<file path="src/rtl/mul_div_seq.sv">
// Iterative RISC-V M-extension multiply/divide unit: one shift-add or restoring
// subtract step per cycle, identical WIDTH+1 cycle latency for every operation.
module mul_div_seq #(
  parameter int unsigned WIDTH = 32
) (
  input  logic             clk,
  input  logic             rst_n,
  input  logic             valid,
  input  logic [2:0]       op,
  input  logic [WIDTH-1:0] in_a,
  input  logic [WIDTH-1:0] in_b,
  input  logic             flush,
  output logic             busy,
  output logic             ready,
  output logic [WIDTH-1:0] result
);
  localparam int unsigned CW = $clog2(WIDTH);
  localparam int unsigned AW = 2 * WIDTH;

  typedef enum logic [1:0] {IDLE, CALC, FIX, OUT} state_e;

  state_e           state_q, state_d;
  logic [CW-1:0]    cnt_q, cnt_d;
  logic [2:0]       op_q, op_d;
  logic [WIDTH-1:0] opnd_q, opnd_d;
  logic [AW-1:0]    acc_q, acc_d;
  logic             neg_q, neg_d;
  logic             sa_q, sa_d;
  logic             dz_q, dz_d;
  logic [WIDTH-1:0] result_q, result_d;
  logic             busy_q, busy_d;
  logic             ready_q, ready_d;

  logic             accept;
  logic             a_signed, b_signed, sgn_a, sgn_b;
  logic [WIDTH-1:0] mag_a, mag_b;
  logic [WIDTH:0]   mul_sum, div_trial;
  logic [AW-1:0]    prod_fix;
  logic [WIDTH-1:0] quo_fix, rem_fix, fix_res;

  // Operand signedness and magnitudes of the incoming request
  always_comb begin
    a_signed = 1'b0;
    b_signed = 1'b0;
    case (op)
      3'b001, 3'b100, 3'b110: begin
        a_signed = 1'b1;
        b_signed = 1'b1;
      end
      3'b010:  a_signed = 1'b1;
      default: ;
    endcase
    sgn_a = a_signed & in_a[WIDTH-1];
    sgn_b = b_signed & in_b[WIDTH-1];
    mag_a = sgn_a ? (~in_a + WIDTH'(1)) : in_a;
    mag_b = sgn_b ? (~in_b + WIDTH'(1)) : in_b;
  end

  // acc holds {hi, lo} of the product, or {remainder, quotient/dividend}
  always_comb begin
    mul_sum   = {1'b0, acc_q[AW-1:WIDTH]} + ({1'b0, opnd_q} & {(WIDTH+1){acc_q[0]}});
    div_trial = {acc_q[AW-1:WIDTH], acc_q[WIDTH-1]} - {1'b0, opnd_q};
    prod_fix  = neg_q ? (~acc_q + AW'(1)) : acc_q;
    quo_fix   = dz_q ? '1 : (neg_q ? (~acc_q[WIDTH-1:0] + WIDTH'(1)) : acc_q[WIDTH-1:0]);
    rem_fix   = sa_q ? (~acc_q[AW-1:WIDTH] + WIDTH'(1)) : acc_q[AW-1:WIDTH];
    if (!op_q[2]) begin
      fix_res = (op_q[1:0] == 2'b00) ? prod_fix[WIDTH-1:0] : prod_fix[AW-1:WIDTH];
    end else begin
      fix_res = op_q[1] ? rem_fix : quo_fix;
    end
  end

  assign accept = valid && !flush && (state_q == IDLE || state_q == OUT);

  always_comb begin
    state_d  = state_q;
    cnt_d    = cnt_q;
    op_d     = op_q;
    opnd_d   = opnd_q;
    acc_d    = acc_q;
    neg_d    = neg_q;
    sa_d     = sa_q;
    dz_d     = dz_q;
    result_d = result_q;
    case (state_q)
      IDLE: ;
      CALC: begin
        if (!op_q[2]) begin
          acc_d = {mul_sum, acc_q[WIDTH-1:1]};
        end else if (div_trial[WIDTH]) begin
          acc_d = {acc_q[AW-2:0], 1'b0};
        end else begin
          acc_d = {div_trial[WIDTH-1:0], acc_q[WIDTH-2:0], 1'b1};
        end
        if (cnt_q == CW'(WIDTH - 1)) begin
          cnt_d   = '0;
          state_d = FIX;
        end else begin
          cnt_d = cnt_q + CW'(1);
        end
      end
      FIX: begin
        result_d = fix_res;
        state_d  = OUT;
      end
      OUT:     state_d = IDLE;
      default: state_d = IDLE;
    endcase
    if (accept) begin
      state_d = CALC;
      cnt_d   = '0;
      op_d    = op;
      opnd_d  = op[2] ? mag_b : mag_a;
      acc_d   = op[2] ? {WIDTH'(0), mag_a} : {WIDTH'(0), mag_b};
      neg_d   = sgn_a ^ sgn_b;
      sa_d    = sgn_a;
      dz_d    = (in_b == '0);
    end
    // Cancel wins over everything and leaves the last result intact
    if (flush) begin
      state_d  = IDLE;
      result_d = result_q;
    end
    busy_d  = (state_d == CALC) || (state_d == FIX);
    ready_d = (state_d == OUT);
  end

  always_ff @(posedge clk or negedge rst_n) begin
    if (!rst_n) begin
      state_q  <= IDLE;
      cnt_q    <= '0;
      op_q     <= '0;
      opnd_q   <= '0;
      acc_q    <= '0;
      neg_q    <= 1'b0;
      sa_q     <= 1'b0;
      dz_q     <= 1'b0;
      result_q <= '0;
      busy_q   <= 1'b0;
      ready_q  <= 1'b0;
    end else begin
      state_q  <= state_d;
      cnt_q    <= cnt_d;
      op_q     <= op_d;
      opnd_q   <= opnd_d;
      acc_q    <= acc_d;
      neg_q    <= neg_d;
      sa_q     <= sa_d;
      dz_q     <= dz_d;
      result_q <= result_d;
      busy_q   <= busy_d;
      ready_q  <= ready_d;
    end
  end

  assign busy   = busy_q;
  assign ready  = ready_q;
  assign result = result_q;

endmodule

</file>
<file path="config.mk">
export PLATFORM = sky130hd
export DESIGN_NAME = mul_div_seq
export DESIGN_NICKNAME = d
export VERILOG_FILES = /design/src/rtl/mul_div_seq.sv
export SDC_FILE = /design/constraint.sdc
export NUM_CORES = 1
export LEC_CHECK = 0
export ABC_AREA = 0
export CELL_PAD_IN_SITES_DETAIL_PLACEMENT = 1
export CELL_PAD_IN_SITES_GLOBAL_PLACEMENT = 1
export CORE_MARGIN = 2
export CORE_UTILIZATION = 48
export CTS_CLUSTER_SIZE = 14
export DETAILED_ROUTE_END_ITERATION = 6
export PLACE_DENSITY_LB_ADDON = 0.1
export SLEW_MARGIN = 10
export SYNTH_ARGS = -nofsm -noshare
export SYNTH_HDL_FRONTEND = slang
export SYNTH_SLANG_ARGS = --single-unit
</file>
<file path="constraint.sdc">
create_clock -name clk -period 5.7 [get_ports clk]
set_input_delay 1.425 -clock clk [delete_from_list [all_inputs] [get_ports clk]]
set_output_delay 1.425 -clock clk [all_outputs]
set_load 0.01 [all_outputs]
</file>
==> results.md, run 1 <==
Die:
- The die boundary height is 180 um.
- The die covers 0.0323 mm^2.
- The total core area is 0.0305 mm^2.
- The initial utilization of the core area, before any placement, comes to 48.6%.
- Row generation in the floorplan step produced 64 rows.
- In this run the horizontal extent of the chip is 180 um.
- Pin placement for this block handled ~110 I/O pins.

STA:
- Across all setup checks in the final design, the least slack found is 1.24 ns.
- Setup repair after global routing left no endpoint under its margin.
- The clock period minus final worst setup slack is ~4.5 ns.
- The final count of negative-setup-slack endpoints is 0.
- The actual slew at the worst max-slew pin is ~1.1 ns.
- The worst pin sits at a relative slew slack of between 20% and 30%.
- The post-route fraction of the period consumed by the critical path is between 70 and 80%.
- The final hold violation count came to 0.
- The final-report max-slew violation count is 0.
- The final setup skew is 0.0133 ns.
- Static timing analysis puts the maximum clock frequency at 224 MHz.
- The final setup TNS is 0 ns.

GRT:
- The initial antenna violation count is 1.
- The via count of the first global-routing pass is ~15,000.
- The total grt overflow is 0.
- Global routing used between 30% and 40% of the available tracks across all layers.
- The pin count of the biggest net entering global routing is 90.
- The first-pass GRT wire length is 92,000 um.

Synthesis:
- The fraction of post-synthesis cell area in the top cell type by area is 24.1%.
- The synthesized design contains 0 enable-type register cells.
- The mapped netlist covers 0.0148 mm^2.
- The prevailing post-synth register cell is dfrtp_1.
- The share of flip-flops with an asynchronous set or reset is 100%.
- The fraction of the mapped netlist area in simple logic gates is 19.9%.
- When the netlist entered floorplanning its net count stood at around 2,100.
- In the post-synthesis netlist, the biggest area contributors are dfrtp_1 24%, xnor2_1 7.4%, o21ai_0 6.3%, ha_1 6.2%, a21oi_1 6.1%.
- The post-synthesis share of cell area spent on xor and xnor gates is a little under an eighth.
- Sequential elements use 24.1% of the synthesized area.
- By area, the combinational part of the netlist is dominated by compound AO/OA/AOI/OAI gates.
- The synthesized instance count is 1,963.
- The mean cell area of the mapped netlist is 7.55 um^2.
- The number of synthesis warnings is 0.
- The largest total area in the synthesized netlist belongs to dfrtp_1.
- Yosys instantiated no cell more often than nand2_1.
- After Yosys synthesis, full adders, half adders and majority gates account for 6.43% of the synthesized area.
- The register bit count reported by yosys is 143.
- The number of library cell types mapped by synthesis is 93.
- In the synthesized netlist, the cells that appear most often are 213 x nand2_1, 187 x o21ai_0, 180 x a21oi_1.
- The synthesized netlist devotes 27.4% of its cell area to compound gates.
- After synthesis, the share of cell area in mux cells is 4.95%.

Power:
- The worst-case IR drop observed on VDD is about 0.28 mV.
- The total leakage power is between 0.006 and 0.007 uW.
- Power spread over the standard cell area amounts to 478 mW/mm^2.

Placement:
- The placer congestion estimate is approximately 0.95.
- Detailed placement ended at an HPWL of 45,400 um.
- The number of port buffers is 104.
- The post-detailed-placement cell area is 0.0160 mm^2.
- The placement-stage worst setup slack is between 1 and 1.5 ns.

Detailed routing:
- For this run, design rule violations remaining after detail routing come to 0.
- Dividing the detail-routed via count by the number of cells gives 6.50.
- After detailed routing, the total wire length is around 59,000 um.
- The number of DRC markers in iteration 0 is 1,391.
- The average detailed-routed wire length per instance is approximately 25 um.
- The remaining antenna violation count is 0.
- Before antenna repair, the detailed router went through 5 iterations.
- The total vias in the final route is 15,500.

Clocking:
- The number of clock sinks is 143.
- The number of clock buffers added by TritonCTS is 17.
- TritonCTS built the clock tree.
- Clock latency on the worst-skew pair, taken at its later pin, is 0.45 ns.
- Post-CTS repair changed the size of 0 cells.
- The H-tree was split into 4 levels.
- In this run the deepest clock path goes through 2 buffers.
- The buffer count from post-CTS setup fixing is 0.
- The tree is rooted in a clkbuf_16.
- The clock transition time at the flip-flop clock pins of the worst setup and hold paths is 0.08 ns.
- The number of buffers inserted by hold repair at cts is 0.

Final layout:
- The core occupancy in the finished layout is 54.4%.
- The number of inserted diodes is 0.
- The multi-input combinational cells in the finished layout cover a total of 0.0105 mm^2.
- From synthesis to final layout, the design area changed by 12.0%.
- The total number of nets in the final design is 2,121.
- Cells with a size suffix above 1 make up 5.63% of the layout.
- The layout filler cell count is 3,815.
- The final non-filler cell area is between 0.015 and 0.02 mm^2.
- The sequential cells in the finished layout cover a total of 0.00358 mm^2.

Flow run:
- The total of max-cap violations is 0.

Critical path:
- The startpoint type of the worst setup path is a register.
- The critical path is of the register to register type.
- The data arrival time at the worst-slack endpoint is roughly 4.8 ns.
- In this run the worst path has a maximum fanout of 20.
- For the worst setup path, the data required time is 6.06 ns.
- STA classifies the critical path endpoint as a register.

Run status:
- The run finished with clean final reports.

Hold path:
- The tightest min-delay check is of the register to register type.
## registers in the layout, summed over array words and instances, names as in the netlist
signal	flops
acc_q	64
busy	1
cnt_q	5
dz_q	1
neg_q	1
op_q	3
opnd_q	32
ready	1
result	32
sa_q	1
state_q	2
## final timing paths
kind / from / end / slack (ns) / depth (start not counted)
worst min register to register: result[12] / result[12] / 0.48 / 2
min in group asynchronous: rst_n / acc_q[41] / 0.99 / 1
worst max-delay path: acc_q[0] / acc_q[62] / 1.24 / 14
worst min-delay path: result[12] / result[12] / 0.48 / 2
worst max register to register: acc_q[0] / acc_q[62] / 1.24 / 14
max in group asynchronous: rst_n / result[0] / 3.63 / 2
## routing by layer
metal,vias to the layer above,global-route usage (%),share of wire [%]
li1,7090,-,-
met1,7645,49.8,44
met2,630,56.4,45
met3,138,6.04,6.9
met4,2,13.9,4.3
met5,-,0,0.024
## final cells by class
class | instances | area share [%]
inverters | 70 | 1.58
clock inverters | 15 | 0.852
flip-flops and latches | 143 | 21.6
well taps | 396 | 2.98
multi-input cells | 1613 | 62.9
repair buffers | 130 | 7.50
clock buffers | 17 | 2.56
## placed cells by master (no fill, tap or decap), types with 40 or more instances in the layout
cell / n
a21oi_1: 180
nor3_1: 41
inv_1: 67
xnor2_1: 126
xor2_1: 69
mux2i_1: 62
o21ai_0: 187
nor2_1: 170
dfrtp_1: 141
ha_1: 72
o211ai_1: 47
nand2_1: 213
a21o_1: 40
clkdlybuf4s50_1: 102
## through the flow
stage | hold WS [ns] | power, uW | instances
2_1_floorplan | 0.450 | 5140 | 1963
3_3_place_gp | 0.463 | 6510 | 2352
3_5_place_dp | 0.469 | 6640 | 2352
4_1_cts | 0.484 | 7800 | 2384
5_1_grt | 0.504 | 8420 | 2384
6_report | 0.481 | 7930 | 2384
## worst max-delay path, stage by stage, from the launching register on
cell	delay [ns]
dfrtp_1	0.36
buf_4	0.17
inv_1	0.64
nor2_1	0.12
ha_1	0.30
a211oi_1	0.35
o21ai_0	0.28
a211oi_1	0.39
o31ai_1	0.15
buf_4	0.18
a32oi_1	0.54
o221ai_1	0.30
xor2_1	0.26
o21ai_0	0.10
o21ai_0	0.21
## power breakdown
part | internal [uW] | total [uW] | switching [uW]
sequential | 1240 | 1840 | 599
combinational | 1940 | 4970 | 3030
clock | 579 | 1120 | 543
total | 3760 | 7930 | 4170
## logic make-up after synthesis
| group | after synthesis |
|---|---|
| xor gates and xnor gates | 196 |
| AOI/OAI and AO/OA | 649 |
| DFF | 143 |
| buffers and inverters | 207 |
| adders and majority gates | 75 |
| and+or+nand+nor | 621 |
| muxes | 72 |
No activity file was read; power rests on OpenSTA's default activity.
==> inputs of run 2 (changes only) <==
- CORE_UTILIZATION: 48 -> 45
- clock period: 5.7 -> 4.5 ns (I/O delays scaled with it)
==> run 2 against run 1 <==
  * Total power is 30% higher
  * Clock skew is 0.0080 ns higher
  * Clock power is 42% higher
  * Cell area is 1.9% higher
  * Combinational power is 31% higher
  * Sequential power is 18% higher
  * Final cell count is 2.9% higher
  * First-iteration DRC count is 2.7% lower
  * Non-clock buffer count is 24 higher
  * Fmax is 14% higher
  * Worst hold slack worse by 0.0055 ns
  * Largest cell class unchanged
==> results.md, run 2 (synthesis results as in run 1) <==
Detailed routing:
- The total vias in the final route came to 15,600 (+0.34%).
- The number of DRC markers in iteration 0 was 1,353 (-2.7%).
- The final wirelength is 60,000 um (+1.9%).
- The number of design rule violations left after detail routing is 0 (unchanged).
- The detail-routed via count per cell is 6.34 (-2.5%).
- The average detailed-routed wire length per instance is 24.4 um (-1.0%).
- The number of iterations in the first detailed-routing pass came to 5 (unchanged).
- The remaining antenna violation count is 0 (unchanged).

Final layout:
- The multi-input gate area in the final layout is 0.0105 mm^2 (unchanged).
- The layout filler cell count is 4,091 (+7.2%).
- In the layout the commonest cells are 213 x nand2_1, 187 x o21ai_0, 180 x a21oi_1, 170 x nor2_1, 141 x dfrtp_1.
- The total number of nets in the final design is 2,145 (+1.1%).
- The flip-flop count of the largest register after layout came to 64 (unchanged).
- Leaving out fill and tap cells, the most frequent cell in the layout is nand2_1.
- Compared with the post-synthesis result, the final layout area differs by 14.2%.
- The number of non-filler instances in the completed layout is 2,454 (+2.9%).
- The share of cells above drive strength 1 is 6.76% (+1.1 points).
- acc_q holds more flip-flops than any other register.
- The register area was 0.00358 mm^2 (unchanged).
- The number of inserted diodes is 0 (unchanged).

GRT:
- The total grt overflow was 0 (unchanged).
- The pin count of the biggest net entering global routing is 103 (+14%).
- The via count of the first global-routing pass is 15,700 (+1.7%).
- The global-route usage over all layers is 35.7% (-0.41 points).
- The initial antenna violation count is 0 (-1).
- The first-pass GRT wire length is 93,300 um (+1.4%).

Critical path:
- The worst reg-to-reg path cell count is 14 (unchanged).
- The most numerous cell type found on the critical path is o21ai_0.
- The data arrival time at the worst-slack endpoint is 4.30 ns (-0.52 ns).
- The critical path goes through buf_4, nand2_1, inv_1, ha_1, a211oi_1, o21ai_0, a211oi_1, o31ai_1, buf_4, a32oi_1, o221ai_1, xor2_1, o21ai_0, o21ai_0.
- The largest individual stage delay along the critical path comes from the cell a32oi_1.
- The register-to-register setup slack is 0.59 ns (-0.66 ns).
- The worst setup path is of the register to register kind.
- The highest cell delay on the worst timing path is 0.60 ns (-0.04 ns).
- In this run the critical register-to-register path is launched from acc_q[0].
- The critical path ends at acc_q[62].
- The end of the worst register-to-register path is acc_q[62].
- The endpoint type of the worst setup path is a register.
- STA classifies the critical path startpoint as a register.
- The maximum net fanout on the critical path came to 8 (-60%).
- The endpoint required time on the critical path is 4.88 ns (-1.18 ns).
- The worst setup path startpoint is acc_q[0].

STA:
- The worst-case setup margin in the final layout is 0.587 ns (-0.657 ns).
- The final count of negative-setup-slack endpoints is 0 (unchanged).
- Setup repair after global routing left no endpoint under its margin.
- The actual slew at the worst max-slew pin was 1.06 ns (-0.0753 ns).
- The relative slew slack came to 29.3% (+5.0 points).
- The smallest hold slack is 0.475 ns (-0.00554 ns).
- The clock period minus final worst setup slack is 3.91 ns (-0.543 ns).
- The final hold violation count is 0 (unchanged).
- The final setup TNS is 0 ns (unchanged).
- The final setup skew is 0.0213 ns (+0.00800 ns).
- The final-report max-slew violation count came to 0 (unchanged).
- The fmax is 256 MHz (+14%).
- The post-route fraction of the period consumed by the critical path is 86.9% (+8.8 points).

Power:
- The total leakage power came to 0.00707 uW (+2.2%).
- The total power divided by cell area is 608 mW/mm^2 (+27%).
- The worst ir drop on vdd is 0.321 mV (+14%).
- The total power consumption of the routed design is 10,300 uW (+30%).

Clocking:
- The clock insertion delay at the later pin of the skew report came to 0.47 ns (+0.02 ns).
- The clock tree from TritonCTS is yes.
- The number of buffers inserted by hold repair at cts came to 0 (unchanged).
- The root buffer selected by CTS is clkbuf_16.
- The number of buffers added by the clock tree synthesis step is 17 (unchanged).
- The clock transition time at the flip-flop clock pins of the worst setup and hold paths is 0.07 ns (about the same).
- The maximum level of the CTS H-tree is 4 (unchanged).
- The buffer count from post-CTS setup fixing came to 0 (unchanged).
- The maximum buffer depth of the clock tree is 2 (unchanged).
- The number of instances resized during post-cts repair came to 0 (unchanged).
- The number of clock sinks came to 143 (unchanged).

Die:
- The horizontal die dimension was 185 um (+3.2%).
- The total core area is 0.0325 mm^2 (+6.4%).
- The area of the die is 0.0344 mm^2 (+6.5%).
- The die boundary height is 185 um (+3.2%).
- The starting density of the core is 45.7% (-2.9 points).
- The total number of placement rows was 66 (+3.1%).
- The top-level I/O count is 105 (unchanged).

Placement:
- The estimated wirelength of the detail-placed design is 47,200 um (+4.1%).
- The placement-stage worst setup slack is 0.310 ns (-0.703 ns).
- The placer congestion estimate is 0.931 (-1.5%).
- The number of port buffers came to 104 (unchanged).
- The number of placed cells counting well taps is 2,422 (+3.0%).

Hold path:
- The number of cells traversed by the worst hold path is 2 (unchanged).
- The path class of the lowest-slack min-delay path is register to register.

Flow run:
- The total of max-cap violations was 0 (unchanged).

Run status:
- The flow ran to the end, and the final reports show no timing, DRC or antenna violations.
run 2: cell count changes in the layout (fill, tap and decap cells not counted), sizes merged:
cell    previous run  this run
buf               28        52
bufinv             0         3
inv               77        75
clkinv             5         4
run 2: area by class of cell:
cell class / count / area share [%]
Inverter: 70 / 1.55
Multi-Input combinational cell: 1613 / 61.8
Timing Repair Buffer: 154 / 8.57
Sequential cell: 143 / 21.2
Clock buffer: 17 / 2.51
Clock inverter: 15 / 1.18
Tap cell: 442 / 3.27
run 2: worst max-delay path: cells and delay by family (launching register included):
kind                     cells  cell delay, ns
AO/OA/AOI/OAI                8            2.33
XOR/XNOR                     1            0.26
adder cells (fa/ha/maj)      1            0.29
buffers and inverters        3            0.42
flip-flops                   1            0.43
AND/OR/NAND/NOR              1            0.10
run 2: per-layer routing:
metal,vias up,part of all wire (%),track usage [%]
met5,-,0,0
li1,7133,-,-
met2,548,47,59.3
met1,7764,44,47.1
met3,113,6.0,5.93
met4,0,3.0,11.4
run 2: worst min path at each step:
stage / from / slack, ns / endpoint
floorplan: opnd_q[10] / 0.45 / opnd_q[10]
global placement: result[4] / 0.46 / result[4]
detailed placement: result[5] / 0.47 / result[5]
CTS: result[5] / 0.48 / result[5]
global route: result[11] / 0.51 / result[11]
finish: result[5] / 0.48 / result[5]
run 2: metrics by stage:
stage	area [um^2]	utilization (%)
3_3_place_gp	16300	50.2
3_5_place_dp	16300	50.2
6_report	16900	52.1
4_1_cts	16900	52.1
2_1_floorplan	14800	-
5_1_grt	16900	52.1
run 2: report_power, final:
group,internal (uW),switching [uW]
Combinational,2540,3980
Clock,893,697
Sequential,1570,603
Total,5000,5280
==> inputs of run 3 (changes only) <==
- CORE_UTILIZATION: 45 -> 40
==> run 3 against run 2 <==
  * Worst hold slack about the same
  * Sequential power down 4%
  * Register-to-register slack worse by 0.11 ns
  * Die area up 12%
  * Flip-flop and latch count stayed put
  * Combinational power up 6.1%
  * Worst setup slack lost 0.11 ns
  * Final cell count grew 1.3%
  * Clock skew fell by 0.0049 ns
  * Clock power is essentially flat
  * Via count decreased by 1.0%
  * Non-clock buffer count grew 6
  * Largest cell class unchanged
==> results.md, run 3 (synthesis results as in run 1) <==
Run status:
- The flow ran to the end, and the final reports show no timing, DRC or antenna violations.

Die:
- The total number of placement rows was 70 (+6.1%).
- The top-level I/O count is 105 (unchanged).
- The horizontal die dimension was 196 um (+5.9%).
- The total core area is 0.0365 mm^2 (+13%).
- The die boundary height is 196 um (+5.9%).
- The starting density of the core is 40.6% (-5.1 points).
- The area of the die was 0.0386 mm^2 (+12%).

Detailed routing:
- The number of iterations in the first detailed-routing pass is 5 (unchanged).
- The number of design rule violations left after detail routing came to 0 (unchanged).
- The average detailed-routed wire length per instance is 24.7 um (+1.2%).
- The final wirelength came to 61,500 um (+2.5%).
- The remaining antenna violation count was 0 (unchanged).
- The total vias in the final route is 15,400 (-1.0%).
- The number of DRC markers in iteration 0 is 1,293 (-4.4%).
- The detail-routed via count per cell came to 6.20 (-2.3%).

Power:
- The worst ir drop on vdd is 0.346 mV (+7.8%).
- The combinational power share is 65.2% (+1.8 points).
- The internal power consumption is 5160 uW (+3.1%).
- The power share of the clock group is 15.0% (-0.5 points).
- The total power divided by cell area is 624 mW/mm^2 (+2.6%).
- The share of power burned in registers is 19.8% (-1.4 points).
- The net switching component of the power is 5440 uW (+3.0%).
- The switching part of the total is 51.3% (about the same).
- The total power consumption of the routed design was 10,600 uW (+3.0%).
- The total leakage power is 0.00711 uW (+0.52%).

Placement:
- The placer congestion estimate is 0.963 (+3.4%).
- The estimated wirelength of the detail-placed design is 48,500 um (+2.8%).
- The number of placed cells counting well taps is 2,454 (+1.3%).
- The number of port buffers is 104 (unchanged).

Final layout:
- The share of cells above drive strength 1 is 6.89% (+0.13 points).
- The area growth from synthesis to layout is 14.7%.
- The library cells used most frequently in the layout, excluding fill and tap cells, are 213 x nand2_1, 187 x o21ai_0, 180 x a21oi_1, 170 x nor2_1, 141 x dfrtp_1.
- The number of inserted diodes is 0 (unchanged).
- The number of non-filler instances in the completed layout is 2,486 (+1.3%).
- The layout filler cell count is 4,485 (+9.6%).
- The most common cell after layout, fill and taps aside is nand2_1.
- The total number of nets in the final design is 2,151 (+0.28%).
- The flip-flop count of the largest register after layout came to 64 (unchanged).
- The core occupancy in the finished layout is 46.5% (-5.6 points).
- Ranked by flip-flop count, first place goes to acc_q.

Critical path:
- The data arrival time at the worst-slack endpoint came to 4.38 ns (+0.08 ns).
- The critical path is of the register to register type.
- The end of the worst register-to-register path is acc_q[63].
- The startpoint identified for the worst register-to-register timing path is acc_q[31].
- The maximum net fanout on the critical path is 12 (+4).
- The worst reg-to-reg path cell count is 13 (-1).
- The highest cell delay on the worst timing path is 0.60 ns (about the same).
- The endpoint type of the worst setup path is a register.
- Following the worst setup path forward leads to its endpoint at acc_q[63].
- The critical path starts at acc_q[31].
- The endpoint required time on the critical path came to 4.85 ns (-0.03 ns).
- The slowest stage of the critical path belongs to the cell xnor2_4.
- The startpoint type of the worst setup path is a register.
- The register-to-register setup slack is 0.48 ns (-0.11 ns).
- Walking the worst path, the cells encountered are inv_1, ha_1, fa_1, nor2b_1, o31ai_1, a2111o_1, nand3_1, a31oi_1, xnor2_4, buf_4, nand2b_1, mux2_2, a41oi_1.

GRT:
- The via count of the first global-routing pass is 15,500 (-1.5%).
- The first-pass GRT wire length is 93,400 um (+0.18%).
- The pin count of the biggest net entering global routing is 90 (-13%).
- The global-route usage over all layers is 31.9% (-3.8 points).
- The initial antenna violation count is 0 (unchanged).
- The total grt overflow is 0 (unchanged).

Clocking:
- The tree is rooted in a clkbuf_16.
- The clock insertion delay at the later pin of the skew report is 0.46 ns (about the same).
- The number of buffers inserted by hold repair at cts is 0 (unchanged).
- The clock tree from TritonCTS is yes.
- The maximum level of the CTS H-tree was 4 (unchanged).
- The clock transition time at the flip-flop clock pins of the worst setup and hold paths came to 0.07 ns (about the same).
- The number of clock sinks is 143 (unchanged).
- The maximum buffer depth of the clock tree came to 2 (unchanged).
- The number of instances resized during post-cts repair came to 0 (unchanged).
- The buffer count from post-CTS setup fixing is 0 (unchanged).
- The number of buffers added by the clock tree synthesis step was 17 (unchanged).

STA:
- The relative slew slack is 40.4% (+11 points).
- The final count of negative-setup-slack endpoints is 0 (unchanged).
- The clock period minus final worst setup slack is 4.02 ns (+0.112 ns).
- The final setup skew is 0.0164 ns (-0.00491 ns).
- The final setup TNS came to 0 ns (unchanged).
- The final-report max-slew violation count is 0 (unchanged).
- The actual slew at the worst max-slew pin was 0.894 ns (-0.163 ns).
- Setup repair after global routing left no endpoint under its margin.
- The post-route fraction of the period consumed by the critical path was 89.4% (+2.5 points).
- The smallest hold slack came to 0.475 ns (+0.000337 ns).
- The fmax is 248 MHz (-2.8%).
- The final hold violation count is 0 (unchanged).

Hold path:
- In this run the most critical hold path is launched from result[4].
- The tightest min-delay check is of the register to register type.

Flow run:
- The total of max-cap violations is 0 (unchanged).
==> run 3: routing by layer <==
layer | vias up | part of all wire [%] | routed length, um | global-route usage (%)
met4 | 0 | 3.3 | 2040 | 12.6
li1 | 7144 | - | - | -
met3 | 97 | 4.8 | 2980 | 4.52
met1 | 7662 | 45 | 27800 | 42.7
met5 | - | 0 | 0 | 0
met2 | 499 | 47 | 28700 | 52.0
==> run 3: cell type report <==
type,count,area [um^2],share of cell area (%)
Clock buffer,20,437,2.57
Clock inverter,12,185,1.09
Inverter,70,263,1.55
Multi-Input combinational cell,1613,10500,61.5
Sequential cell,143,3580,21.1
Tap cell,468,586,3.45
Timing Repair Buffer,160,1500,8.80
==> run 3: worst min path at each step <==
stage	to	slack, ns	cells after the start
final	result[4]	0.48	2
after global routing	result[23]	0.50	2
after CTS	result[4]	0.48	2
after detailed placement	result[4]	0.47	2
after global placement	result[4]	0.46	2
after floorplan	opnd_q[10]	0.45	2
==> run 3: power by group through the flow <==
stage               Clock, uW  Sequential, uW  Combinational (uW)
detailed placement          0            2110                6720
floorplan                   0            1860                4650
finish                   1590            2100                6920
global placement            0            2090                6580
global route             1660            2130                7420
CTS                      1600            2080                6760
==> run 3: per-stage QoR <==
step	setup WS (ns)	area, um^2
floorplan	1.12	14800
global placement	0.254	16400
detailed placement	0.164	16400
CTS	0.543	17000
global route	0.306	17000
finish	0.475	17000
==> run 3: worst max-delay path: cells and delay by family (launching register included) <==
kind / cells / cell delay [ns]
AOI/OAI and AO/OA: 4 / 1.21
DFF: 1 / 0.42
buffers and inverters: 2 / 0.35
and+or+nand+nor: 3 / 0.44
muxes: 1 / 0.28
xor gates and xnor gates: 1 / 0.60
adders and majority gates: 2 / 0.60
